`src/rtl/mips_pkg.sv`:
```
// Shared encodings for the multicycle MIPS control path: opcodes, functs,
// ALU codes, mux select codes, FSM states and the per-state control word.
package mips_pkg;

    localparam logic [5:0] OP_RTYPE = 6'b000000;
    localparam logic [5:0] OP_LW    = 6'b100011;
    localparam logic [5:0] OP_SW    = 6'b101011;
    localparam logic [5:0] OP_BEQ   = 6'b000100;
    localparam logic [5:0] OP_ADDI  = 6'b001000;
    localparam logic [5:0] OP_J     = 6'b000010;

    localparam logic [5:0] FN_ADD = 6'b100000;
    localparam logic [5:0] FN_SUB = 6'b100010;
    localparam logic [5:0] FN_AND = 6'b100100;
    localparam logic [5:0] FN_OR  = 6'b100101;
    localparam logic [5:0] FN_SLT = 6'b101010;

    localparam logic [2:0] ALU_ADD = 3'b010;
    localparam logic [2:0] ALU_SUB = 3'b110;
    localparam logic [2:0] ALU_AND = 3'b000;
    localparam logic [2:0] ALU_OR  = 3'b001;
    localparam logic [2:0] ALU_SLT = 3'b111;

    localparam logic [1:0] ALUOP_ADD   = 2'b00;
    localparam logic [1:0] ALUOP_SUB   = 2'b01;
    localparam logic [1:0] ALUOP_FUNCT = 2'b10;

    localparam logic [1:0] SRCB_REG    = 2'b00;
    localparam logic [1:0] SRCB_FOUR   = 2'b01;
    localparam logic [1:0] SRCB_IMM    = 2'b10;
    localparam logic [1:0] SRCB_IMM_SH = 2'b11;

    localparam logic [1:0] PCSRC_ALU    = 2'b00;
    localparam logic [1:0] PCSRC_ALUOUT = 2'b01;
    localparam logic [1:0] PCSRC_JUMP   = 2'b10;

    typedef enum logic [3:0] {
        S_FETCH    = 4'd0,
        S_DECODE   = 4'd1,
        S_MEMADR   = 4'd2,
        S_MEMREAD  = 4'd3,
        S_MEMWB    = 4'd4,
        S_MEMWRITE = 4'd5,
        S_EXECUTE  = 4'd6,
        S_ALUWB    = 4'd7,
        S_BRANCH   = 4'd8,
        S_ADDIEX   = 4'd9,
        S_ADDIWB   = 4'd10,
        S_JUMP     = 4'd11
    } state_e;

    typedef struct packed {
        logic       pc_write;
        logic       branch;
        logic       ior_d;
        logic       mem_write;
        logic       ir_write;
        logic       reg_dst;
        logic       mem_to_reg;
        logic       reg_write;
        logic       alu_src_a;
        logic [1:0] alu_src_b;
        logic [1:0] aluop;
        logic [1:0] pc_src;
        logic       instr_done;
    } ctrl_t;

    // Control word for a state; funct_ok only matters for the R-type write-back.
    function automatic ctrl_t state_ctrl(input state_e s, input logic funct_ok);
        ctrl_t c;
        c = '0;
        c.alu_src_b = SRCB_REG;
        c.aluop     = ALUOP_ADD;
        c.pc_src    = PCSRC_ALU;
        case (s)
            S_FETCH: begin
                c.ir_write  = 1'b1;
                c.alu_src_b = SRCB_FOUR;
                c.pc_write  = 1'b1;
            end
            S_DECODE: begin
                c.alu_src_b = SRCB_IMM_SH;
            end
            S_MEMADR: begin
                c.alu_src_a = 1'b1;
                c.alu_src_b = SRCB_IMM;
            end
            S_MEMREAD: begin
                c.ior_d = 1'b1;
            end
            S_MEMWB: begin
                c.mem_to_reg = 1'b1;
                c.reg_write  = 1'b1;
                c.instr_done = 1'b1;
            end
            S_MEMWRITE: begin
                c.ior_d      = 1'b1;
                c.mem_write  = 1'b1;
                c.instr_done = 1'b1;
            end
            S_EXECUTE: begin
                c.alu_src_a = 1'b1;
                c.aluop     = ALUOP_FUNCT;
            end
            S_ALUWB: begin
                c.reg_dst    = 1'b1;
                c.reg_write  = funct_ok;
                c.instr_done = 1'b1;
            end
            S_BRANCH: begin
                c.alu_src_a  = 1'b1;
                c.aluop      = ALUOP_SUB;
                c.pc_src     = PCSRC_ALUOUT;
                c.branch     = 1'b1;
                c.instr_done = 1'b1;
            end
            S_ADDIEX: begin
                c.alu_src_a = 1'b1;
                c.alu_src_b = SRCB_IMM;
            end
            S_ADDIWB: begin
                c.reg_write  = 1'b1;
                c.instr_done = 1'b1;
            end
            S_JUMP: begin
                c.pc_src     = PCSRC_JUMP;
                c.pc_write   = 1'b1;
                c.instr_done = 1'b1;
            end
            default: c = '0;
        endcase
        return c;
    endfunction

endpackage

```
`src/rtl/mips_alu_decoder.sv`:
```
// ALU control decode: fixed add/sub for address and branch work, funct-driven
// for R-type; funct_ok flags whether funct is one of the supported operations.
module mips_alu_decoder
    import mips_pkg::*;
(
    input  logic [1:0] aluop,
    input  logic [5:0] funct,
    output logic [2:0] alu_control,
    output logic       funct_ok
);

    logic [2:0] funct_code;

    always_comb begin
        funct_ok   = 1'b1;
        funct_code = ALU_ADD;
        case (funct)
            FN_ADD: funct_code = ALU_ADD;
            FN_SUB: funct_code = ALU_SUB;
            FN_AND: funct_code = ALU_AND;
            FN_OR:  funct_code = ALU_OR;
            FN_SLT: funct_code = ALU_SLT;
            default: begin
                funct_ok   = 1'b0;
                funct_code = ALU_ADD;
            end
        endcase
    end

    always_comb begin
        alu_control = ALU_ADD;
        case (aluop)
            ALUOP_ADD: alu_control = ALU_ADD;
            ALUOP_SUB: alu_control = ALU_SUB;
            default:   alu_control = funct_code;
        endcase
    end

endmodule

```
`src/rtl/mips_mc_control.sv`:
```
// Multicycle MIPS control FSM: sequences fetch/decode/execute over 3-5 clocks
// and drives every datapath select and write strobe from registered state.
//
// state     | meaning
// FETCH     | read instr at PC into IR, PC <= PC+4
// DECODE    | compute branch target into ALUOut, dispatch on opcode
// MEMADR    | lw/sw effective address A + SignImm
// MEMREAD   | read data memory at ALUOut
// MEMWB     | write loaded data to rt
// MEMWRITE  | write B to memory at ALUOut
// EXECUTE   | R-type ALU op on A, B
// ALUWB     | write ALUOut to rd (suppressed for unknown funct)
// BRANCH    | compare A - B, load branch target when zero
// ADDIEX    | A + SignImm
// ADDIWB    | write ALUOut to rt
// JUMP      | load jump target into PC
module mips_mc_control
    import mips_pkg::*;
(
    input  logic       clock,
    input  logic       reset,
    input  logic [5:0] opcode,
    input  logic [5:0] funct,
    input  logic       zero,
    output logic       pc_en,
    output logic       ior_d,
    output logic       mem_write,
    output logic       ir_write,
    output logic       reg_dst,
    output logic       mem_to_reg,
    output logic       reg_write,
    output logic       alu_src_a,
    output logic [1:0] alu_src_b,
    output logic [2:0] alu_control,
    output logic [1:0] pc_src,
    output logic       instr_done,
    output logic       illegal,
    output logic [3:0] state
);

    state_e state_q;
    state_e state_n;
    ctrl_t  ctrl_q;
    ctrl_t  ctrl_eff;
    logic   illegal_q;
    logic   funct_ok;
    logic   op_known;
    logic   set_illegal;

    always_comb begin
        state_n  = S_FETCH;
        op_known = 1'b1;
        case (state_q)
            S_FETCH: state_n = S_DECODE;
            S_DECODE: begin
                case (opcode)
                    OP_LW, OP_SW: state_n = S_MEMADR;
                    OP_RTYPE:     state_n = S_EXECUTE;
                    OP_BEQ:       state_n = S_BRANCH;
                    OP_ADDI:      state_n = S_ADDIEX;
                    OP_J:         state_n = S_JUMP;
                    default: begin
                        state_n  = S_FETCH;
                        op_known = 1'b0;
                    end
                endcase
            end
            S_MEMADR:   state_n = (opcode == OP_LW) ? S_MEMREAD : S_MEMWRITE;
            S_MEMREAD:  state_n = S_MEMWB;
            S_EXECUTE:  state_n = S_ALUWB;
            S_ADDIEX:   state_n = S_ADDIWB;
            default:    state_n = S_FETCH;
        endcase
    end

    assign set_illegal = ((state_q == S_DECODE) && !op_known) ||
                         ((state_q == S_EXECUTE) && !funct_ok);

    // Control word is registered alongside the state it belongs to.
    always_ff @(posedge clock) begin
        if (reset) begin
            state_q   <= S_FETCH;
            ctrl_q    <= state_ctrl(S_FETCH, 1'b1);
            illegal_q <= 1'b0;
        end else begin
            state_q <= state_n;
            ctrl_q  <= state_ctrl(state_n, funct_ok);
            if (set_illegal) begin
                illegal_q <= 1'b1;
            end
        end
    end

    // While reset is held, strobes are killed and selects show FETCH values.
    always_comb begin
        ctrl_eff = ctrl_q;
        if (reset) begin
            ctrl_eff            = state_ctrl(S_FETCH, 1'b1);
            ctrl_eff.pc_write   = 1'b0;
            ctrl_eff.ir_write   = 1'b0;
            ctrl_eff.reg_write  = 1'b0;
            ctrl_eff.mem_write  = 1'b0;
            ctrl_eff.instr_done = 1'b0;
            ctrl_eff.branch     = 1'b0;
        end
    end

    mips_alu_decoder u_alu_decoder (
        .aluop       (ctrl_eff.aluop),
        .funct       (funct),
        .alu_control (alu_control),
        .funct_ok    (funct_ok)
    );

    assign pc_en      = ctrl_eff.pc_write | (ctrl_eff.branch & zero);
    assign ior_d      = ctrl_eff.ior_d;
    assign mem_write  = ctrl_eff.mem_write;
    assign ir_write   = ctrl_eff.ir_write;
    assign reg_dst    = ctrl_eff.reg_dst;
    assign mem_to_reg = ctrl_eff.mem_to_reg;
    assign reg_write  = ctrl_eff.reg_write;
    assign alu_src_a  = ctrl_eff.alu_src_a;
    assign alu_src_b  = ctrl_eff.alu_src_b;
    assign pc_src     = ctrl_eff.pc_src;
    assign instr_done = ctrl_eff.instr_done;
    assign illegal    = illegal_q;
    assign state      = state_q;

endmodule

```
`config.mk`:
```
export PLATFORM = sky130hd
export DESIGN_NAME = mips_mc_control
export DESIGN_NICKNAME = d
export VERILOG_FILES = /design/src/rtl/mips_pkg.sv /design/src/rtl/mips_alu_decoder.sv /design/src/rtl/mips_mc_control.sv
export SDC_FILE = /design/constraint.sdc
export NUM_CORES = 1
export LEC_CHECK = 0
export BUFFER_PORTS_ARGS = -buffer_cell sky130_fd_sc_hd__buf_2
export CORE_MARGIN = 5
export CORE_UTILIZATION = 52
export CTS_CLUSTER_DIAMETER = 120
export DETAILED_ROUTE_END_ITERATION = 12
export HOLD_SLACK_MARGIN = 0.1
export PLACE_DENSITY_LB_ADDON = 0.12
export SLEW_MARGIN = 20
export SYNTH_ARGS = -nofsm -noshare
export SYNTH_HDL_FRONTEND = slang
export SYNTH_SLANG_ARGS = --single-unit
```
`constraint.sdc`:
```
create_clock -name clock -period 3.4 [get_ports clock]
set_input_delay 0.85 -clock clock [delete_from_list [all_inputs] [get_ports clock]]
set_output_delay 0.85 -clock clock [all_outputs]
set_load 0.05 [all_outputs]
```
Word level (Yosys, flattened, before mapping)
Index checks and enable logic that the tools add are counted.

storage, ports and cells
  logic and storage cells = 84
  register bits = 21
  input bits = 15

cells by class
  muxes and demuxes = 22
  reductions and logical operators = 18
  bitwise operators = 2
  equality and inequality tests = 27

operators with widths
  operator                                                         count
  6-bit == test, second input constant                             7
  4-bit one-hot mux with 6 select lines                            1
  4-bit by 3-bit == test with 1-bit output, second input constant  5
  4-bit == test, second input constant                             5
  4-bit one-hot mux with 5 select lines                            1
  4-bit by 2-bit == test with 1-bit output, second input constant  4
  16-bit 2-to-1 mux                                                1
  1-bit 2-to-1 mux                                                 12
  3-bit one-hot mux with 4 select lines                            1
  6-bit OR reduction                                               2
  2-bit OR reduction                                               5
  4-bit by 1-bit == test with 1-bit output, second input constant  2
  4-bit logical NOT                                                2
  2-bit one-hot mux with 2 select lines                            2
  6-bit by 2-bit == test with 1-bit output, second input constant  1
  6-bit by 3-bit == test with 1-bit output, second input constant  1
  6-bit by 4-bit == test with 1-bit output, second input constant  1
  6-bit logical NOT                                                1
  2-bit one-hot mux with 3 select lines                            1
  3-bit one-hot mux with 2 select lines                            1
  5-bit OR reduction                                               1
  4-bit OR reduction                                               1
  3-bit 2-to-1 mux                                                 1
  2-bit by 1-bit == test with 1-bit output, second input constant  1
  7 further kinds                                                  9

Longest topological paths before layout
Gate-level depths: netlist (run 1).

  depth after elaboration = 7
  depth in mapped cells = 7

Cells and area by module
From an unflattened synthesis (run 1), not the netlist that was laid out.

second synthesis, totals
  cell total of the unflattened synthesis = 125
  area, all modules = 1087.3 um^2

modules (own cells, without submodules)
  module            instances  cells an instance  area each (um^2)
  mips_mc_control   1          114                978.4
  mips_alu_decoder  1          11                 108.9

Worst setup path after synthesis (run 1)
OpenSTA, ideal clock, no wires.

  path type = in2out
  start = in funct[0]
  end = out alu_control[2]
  arrival = 1991 ps
  path buffers = 0
  cell stages on the path = 3
  slack = 559 ps
  cell sequence = nor3b_1 > nand4b_1 > a21oi_1

on the way
  longest elaborated chain between the ends = 3
  elaborated cells between the ends (all ways) = 6

RTL lines
  what                                       RTL line                text
  from (decl)                                mips_mc_control.sv:23   input logic [5:0] funct,
  6-bit == test                              mips_alu_decoder.sv:17  case (funct)
  3-bit one-hot mux with 4 select lines (*)  mips_alu_decoder.sv:17
  3-bit one-hot mux with 2 select lines (*)  mips_alu_decoder.sv:32  case (aluop)
  to (decl)                                  mips_mc_control.sv:34   output logic [2:0] alu_control,

Mark *: on every way between the ends. The rest lies on a longest branch, timed or not.

Worst setup path after layout (run 1)
  start = in reset
  end = out alu_control[0]

on the way
  longest elaborated chain between the ends = 3
  elaborated cells between the ends (all ways) = 4

RTL lines
  what                                                                                  RTL line                text
  from (decl)                                                                           mips_mc_control.sv:21   input logic reset,
  16-bit 2-to-1 mux (*)                                                                 mips_mc_control.sv:97   if (reset) begin
  2-bit by 1-bit == test with 1-bit output / 2-bit logical NOT (equally long branches)  mips_alu_decoder.sv:32
  3-bit one-hot mux with 2 select lines (*)                                             mips_alu_decoder.sv:32

Marked as above.

==> key figures, run 1 <==
Synth
  – Share of the synthesized area in the top cell type: 36.4%
  – Yosys reg bits: 19
  – Synthesized area per cell: 8.85 sq um
  – Synth Cell Area: 1040 sq um
  – Seq/Total Area, Yosys: 36.4%
  – Mapped Cells: 118
  – Synth area leaders: dfxtp_1 36%, nor2b_1 8.4%, nor2_1 4.7%, a21oi_1 3.8%, nand2b_1 3.6%
  – Synth area leader: dfxtp_1
  – Syn Nets: 133
  – FFs w/ async S/R, synth: 0%
  – Synth unique cells: 40
  – Primary FF master, synth: dfxtp_1
  – Count of flip-flops with a built-in enable after synthesis: 0
  – Synth Warn #: 0

STA
  – Final Skew: 0.00564 ns
  – Final hold vios: 0
  – Max Freq: 0.379 GHz
  – Final Max Tran Viols: 0
  – Relative slew slack: 59.6%
  – Setup tns final: 0 ns
  – RSZ-0062 raised after global routing: false
  – Final min period: 2.64 ns
  – Final worst slack: 0.762 ns
  – Final period util: 77.6%
  – Tightest Pin Transition: 0.602 ns
  – Final setup violation count: 0

Clock network
  – Clock slew at reported path FFs: 0.10 ns
  – CTS tree: done
  – Post-CTS setup buffers: 0
  – H-tree depth: 1
  – # clock sinks: 19
  – Hold_buf cts: 0
  – Root Driver: clkbuf_4
  – PostCTS Resize Cnt: 0
  – Clock Path Buffers: 2
  – Worst skew pair latency: 0.29 ns
  – TritonCTS buffer count: 3

Routing
  – ANT nets after route: 0
  – Vias: 944
  – Avg WL per Cell: 11.7 um
  – 1st-iter DRT viols: 39
  – Vias per cell: 5.24
  – DRT Pass-1 Iters: 5
  – DR DRC count: 0
  – Total wire length: 2.10 mm

Critical path
  – CP Class: in -> out
  – Crit path max fanout: 25
  – Worst setup SP type: input pin
  – Critical Path RT: 2.55 ns
  – Critical Path AT: 1.79 ns
  – Worst reg-to-reg path cell count: 5
  – FF-to-FF setup slack: 1.63 ns
  – Crit. Startpoint: reset
  – CP endpoint kind: primary output
  – Reg-to-reg startpoint: state[3]

Place
  – Number of buffers added on ports: 35
  – GP Congestion: 0.880
  – Place WS: 0.755 ns
  – HPWL after detailed placement: 1.63 mm

GRT
  – Gr usage total: 15.4%
  – Congestion Overflow GR: 0
  – Largest net degree at the start of global routing: 26
  – Initial antenna violation count: 0
  – Vias in the first global route: 813
  – First-pass GRT wire length: 3.38 mm

Power
  – Leak: 0.562 nW
  – PD cells: 345 nW/um^2
  – Max VDD drop: 0.314 mV

Job
  – Maximum Capacitance Violations: 0

Cells and area
  – Ant diodes: 0
  – Area Overhead vs Synth: 18.6%
  – # fillers: 177
  – Total area of sequential cells: 380 sq um
  – Final nets: 169
  – Multi-input logic area: 599 sq um
  – Layout cells sized above 1: 33.3%

Floorplan
  – Top-Level Pins: 36
  – Chip height: 54.8 um
  – Core area: 1940 sq um
  – Initial Utilization: 53.8%
  – Die Footprint: 3010 sq um
  – Die Span X: 54.8 um
  – Core Rows: 16

Min path
  – Worst hold path stage count: 2
  – Worst Hold Launch: illegal
  – HP Class: reg -> reg

Outcome
  – Outcome: finished clean
## worst max-delay path, cell delays in order
cell     delay [ns]
buf_2          0.24
nor3b_1        0.28
nor2b_1        0.15
buf_2          0.26
## layout make-up
cell class | instances | area share [%]
clock buffer | 3 | 1.82
clock inverter | 1 | 0.404
inverter | 6 | 1.82
multi-input combinational | 89 | 48.4
sequential | 19 | 30.7
tap | 27 | 2.73
timing repair buffer | 35 | 14.1
## layout by cell type (no fill, tap or decap), drive strengths merged, types with 2 or more instances in the layout
master	n
clkbuf	3
nor2b	14
inv	6
nor3	5
buf	35
nand2b	6
or2	2
nand3	5
xor2	2
nor3b	3
nand2	6
dfxtp	19
nor2	13
o21ai	4
a21oi	8
## Yosys cell counts, drive strengths merged (2+ instances only)
master / count
nor3b: 3
a21oi: 8
xor2: 2
clkbuf: 3
nand2: 6
o21ai: 4
dfxtp: 19
nor3: 5
nand3: 5
or2: 2
nor2: 13
nor2b: 14
nand2b: 6
inv: 6
## per-stage QoR
stage / area [sq um] / hold slack (ns) / utilization [%] / power (mW) / std cells
after global routing: 1240 / 0.570 / 63.8 / 0.450 / 180
final: 1240 / 0.533 / 63.8 / 0.427 / 180
after global placement: 1210 / 0.504 / 62.4 / 0.322 / 176
after detailed placement: 1210 / 0.512 / 62.4 / 0.324 / 176
after floorplan: 1040 / 0.745 / - / 0.300 / 118
after CTS: 1240 / 0.534 / 63.8 / 0.432 / 180
## final timing paths
path	endpoint
worst max-delay path	alu_control[0]
worst min-delay path	illegal
worst max register to register	ctrl_q[0]
worst min register to register	illegal
## metal layers
layer,track usage (%),up-vias,share of wire [%],wire [um]
met2,25.2,37,47,983
li1,-,488,-,-
met1,19.1,413,44,918
met4,4.98,0,1.4,29
met3,4.36,6,8.0,169
met5,0,-,0,0
## flip-flops by register name, indices dropped and copies added (netlist names)
signal,flops
ctrl_q,14
illegal,1
state,4
## power by group
part,internal (mW),leakage [nW],switching (mW)
clock network,0.0437,0.0177,0.0649
registers,0.229,0.155,0.00328
logic,0.0292,0.389,0.0566
## kinds of logic after synthesis
| logic type | Yosys count | share of synthesized area [%] |
|---|---|---|
| DFF | 19 | 36.4 |
| buffers and inverters | 10 | 6.23 |
| and+or+nand+nor | 61 | 35.8 |
| muxes | 1 | 1.08 |
| xor gates and xnor gates | 2 | 1.68 |
| AOI/OAI and AO/OA | 25 | 18.8 |
Power figures use the tool's default switching activity.
==> run 2: changes to the inputs <==
--- a/config.mk
+++ b/config.mk
@@ -5,9 +5,10 @@
 export SDC_FILE = /design/constraint.sdc
 export NUM_CORES = 1
 export LEC_CHECK = 0
+export ABC_AREA = 1
 export BUFFER_PORTS_ARGS = -buffer_cell sky130_fd_sc_hd__buf_2
 export CORE_MARGIN = 5
-export CORE_UTILIZATION = 52
+export CORE_UTILIZATION = 44
 export CTS_CLUSTER_DIAMETER = 120
 export DETAILED_ROUTE_END_ITERATION = 12
 export HOLD_SLACK_MARGIN = 0.1
==> constraint.sdc (replaced) <==
create_clock -name clock -period 2.4 [get_ports clock]
set_input_delay 0.6 -clock clock [delete_from_list [all_inputs] [get_ports clock]]
set_output_delay 0.6 -clock clock [all_outputs]
set_load 0.05 [all_outputs]
==> run 2 against run 1 <==
  * Count of clock-buffer cells in the layout grew 1
  * Sequential share of layout area shrank 1.6 points
  * Global-route usage shrank 1.1 points
  * Via count grew 18%
  * Clock power grew 39%
  * Clock skew is essentially flat
==> key figures, run 2 <==
Power
  – Total power: 599 uW
  – PD cells: 457 nW/um^2
  – Switch share: 29.1%
  – Internal Power: 424 uW
  – Reg power frac: 55.0%
  – Max VDD drop: 0.248 mV
  – Combinational group share of total power: 19.7%
  – Net Sw Power: 175 uW
  – Clock power frac: 25.3%
  – Leak: 0.709 nW

GRT
  – Vias in the first global route: 980
  – GR peak layer: met2
  – GR Util met2: 25.7%
  – Largest net degree at the start of global routing: 15
  – Congestion Overflow GR: 0
  – Met3 layer usage reported by global route: 2.83%
  – Initial antenna violation count: 0
  – First-pass GRT wire length: 3.88 mm
  – Gr usage total: 14.3%
  – GR Util met1: 15.8%

Clock network
  – # clock sinks: 19
  – Post-CTS setup buffers: 0
  – PostCTS Resize Cnt: 0
  – H-tree depth: 1
  – Root Driver: clkbuf_4
  – Hold_buf cts: 0
  – Worst skew pair latency: 0.29 ns
  – Clock Path Buffers: 2
  – Clock slew at reported path FFs: 0.10 ns
  – CTS tree: done
  – TritonCTS buffer count: 3

Synth
  – Yosys reg bits: 19
  – Synth Cell Area: 1070 sq um
  – Synthesized area per cell: 6.09 sq um
  – Synth area leader: dfxtp_1
  – Post-synth top cells: 38 x nor2_1, 34 x inv_1, 33 x nand2_1
  – Primary FF master, synth: dfxtp_1
  – Share of the synthesized area in the top cell type: 35.5%
  – Seq/Total Area, Yosys: 35.5%
  – Mapped Cells: 176
  – FFs w/ async S/R, synth: 0%
  – Count of flip-flops with a built-in enable after synthesis: 0
  – Top-count cell post-synth: nor2_1
  – Syn Nets: 191
  – Synth Warn #: 0
  – Synth unique cells: 20
  – Synth area leaders: dfxtp_1 35%, nor2_1 13%, inv_1 12%, nand2_1 12%, nand3_1 8.4%

Floorplan
  – Chip height: 59.4 um
  – Die Footprint: 3520 sq um
  – Top-Level Pins: 36
  – Core Rows: 17
  – Die Span X: 59.4 um
  – Core area: 2280 sq um
  – Initial Utilization: 47.1%

STA
  – Final setup violation count: 0
  – RSZ-0062 raised after global routing: false
  – Final hold vios: 0
  – Max Freq: 0.470 GHz
  – Hold_ws: 0.482 ns
  – Tightest Pin Transition: 0.266 ns
  – Final period util: 88.6%
  – Setup tns final: 0 ns
  – Final Max Tran Viols: 0
  – Final Skew: 0.00550 ns
  – Relative slew slack: 82.2%
  – Final worst slack: 0.274 ns
  – Final min period: 2.13 ns

Routing
  – Vias per cell: 4.62
  – 1st-iter DRT viols: 25
  – Vias: 1,117
  – ANT nets after route: 0
  – Avg WL per Cell: 9.40 um
  – DRT Pass-1 Iters: 4
  – Total wire length: 2.28 mm
  – DR DRC count: 0

Cells and area
  – Most frequent cells in the layout: 38 x nor2_1, 35 x buf_2, 34 x inv_1
  – Final nets: 230
  – Reg with most FFs: ctrl_q
  – Ant diodes: 0
  – Most common cell after layout, fill and taps aside: nor2_1
  – # fillers: 235
  – Layout cells sized above 1: 25.2%
  – Largest register FFs: 14
  – Area Overhead vs Synth: 22.1%

Critical path
  – Critical Path AT: 1.53 ns
  – Critical Path RT: 1.80 ns
  – Worst setup SP type: input pin
  – CP endpoint kind: primary output
  – CP Class: in -> out
  – Crit path max fanout: 4

Place
  – HPWL after detailed placement: 1.96 mm
  – Place WS: 0.250 ns
  – GP Congestion: 0.917
  – Number of buffers added on ports: 35

Outcome
  – Outcome: finished clean

Min path
  – HP Class: reg -> reg

Job
  – Maximum Capacitance Violations: 0
## run 2: changes by cell type in the layout (fill, tap and decap cells not counted), sizes merged, moves of 3 or more
cell and delta:
nand2b -6, nor2 +31, nor3b -3, a21oi -5, nor2b -14, inv +32, nand2 +30, nand3 +13
## run 2: critical path, cell delays in order
cell and delay, ns:
buf_2 0.09, inv_1 0.06, nor2_1 0.11, nand3_1 0.08
o21ai_0 0.14, inv_1 0.09, nor2_1 0.08, buf_2 0.26
## run 2: final timing paths
path,start,cells after the start,endpoint,slack (ns)
worst min register to register,illegal,2,illegal,0.48
worst max-delay path,funct[1],8,alu_control[0],0.27
worst min-delay path,illegal,2,illegal,0.48
worst max register to register,state[3],11,ctrl_q[7],0.94
## run 2: final cells by class
class                   count  area, sq um  area share (%)
flip-flops and latches     19          380            29.1
clock buffers               4         26.3            2.01
well taps                  28         35.0            2.68
repair buffers             36          183            14.0
multi-input cells         117          542            41.4
inverters                  38          143            10.9
## run 2: metrics by stage
stage               cells  cell area (sq um)  util [%]
finish                242               1310      57.5
global route          242               1310      57.5
CTS                   242               1310      57.5
detailed placement    238               1280      56.3
global placement      238               1280      56.3
floorplan             176               1070         -
## run 2: power by group through the flow
stage          logic [mW]  clock network [mW]  registers (mW)
6_report            0.118               0.151           0.329
5_1_grt             0.133               0.175           0.331
4_1_cts             0.119               0.157           0.330
3_5_place_dp        0.119                   0           0.337
3_3_place_gp        0.116                   0           0.337
2_1_floorplan      0.0714                   0           0.348
## run 2: cells by family (layout without fill, tap and decap cells)
group / count (synthesis) / in the layout / synth area share [%]
AND/OR/NAND/NOR: 105 / 105 / 43.2
AO/OA/AOI/OAI: 11 / 11 / 6.54
buffers and inverters: 40 / 78 / 14.0
flip-flops: 19 / 19 / 35.5
XOR/XNOR: 1 / 1 / 0.817
## run 2: routing by layer
metal	wire [um]	share of wire (%)	vias up
li1	-	-	608
met1	944	41	475
met2	1100	48	30
met3	186	8.2	4
met4	44	1.9	0
met5	0	0	-
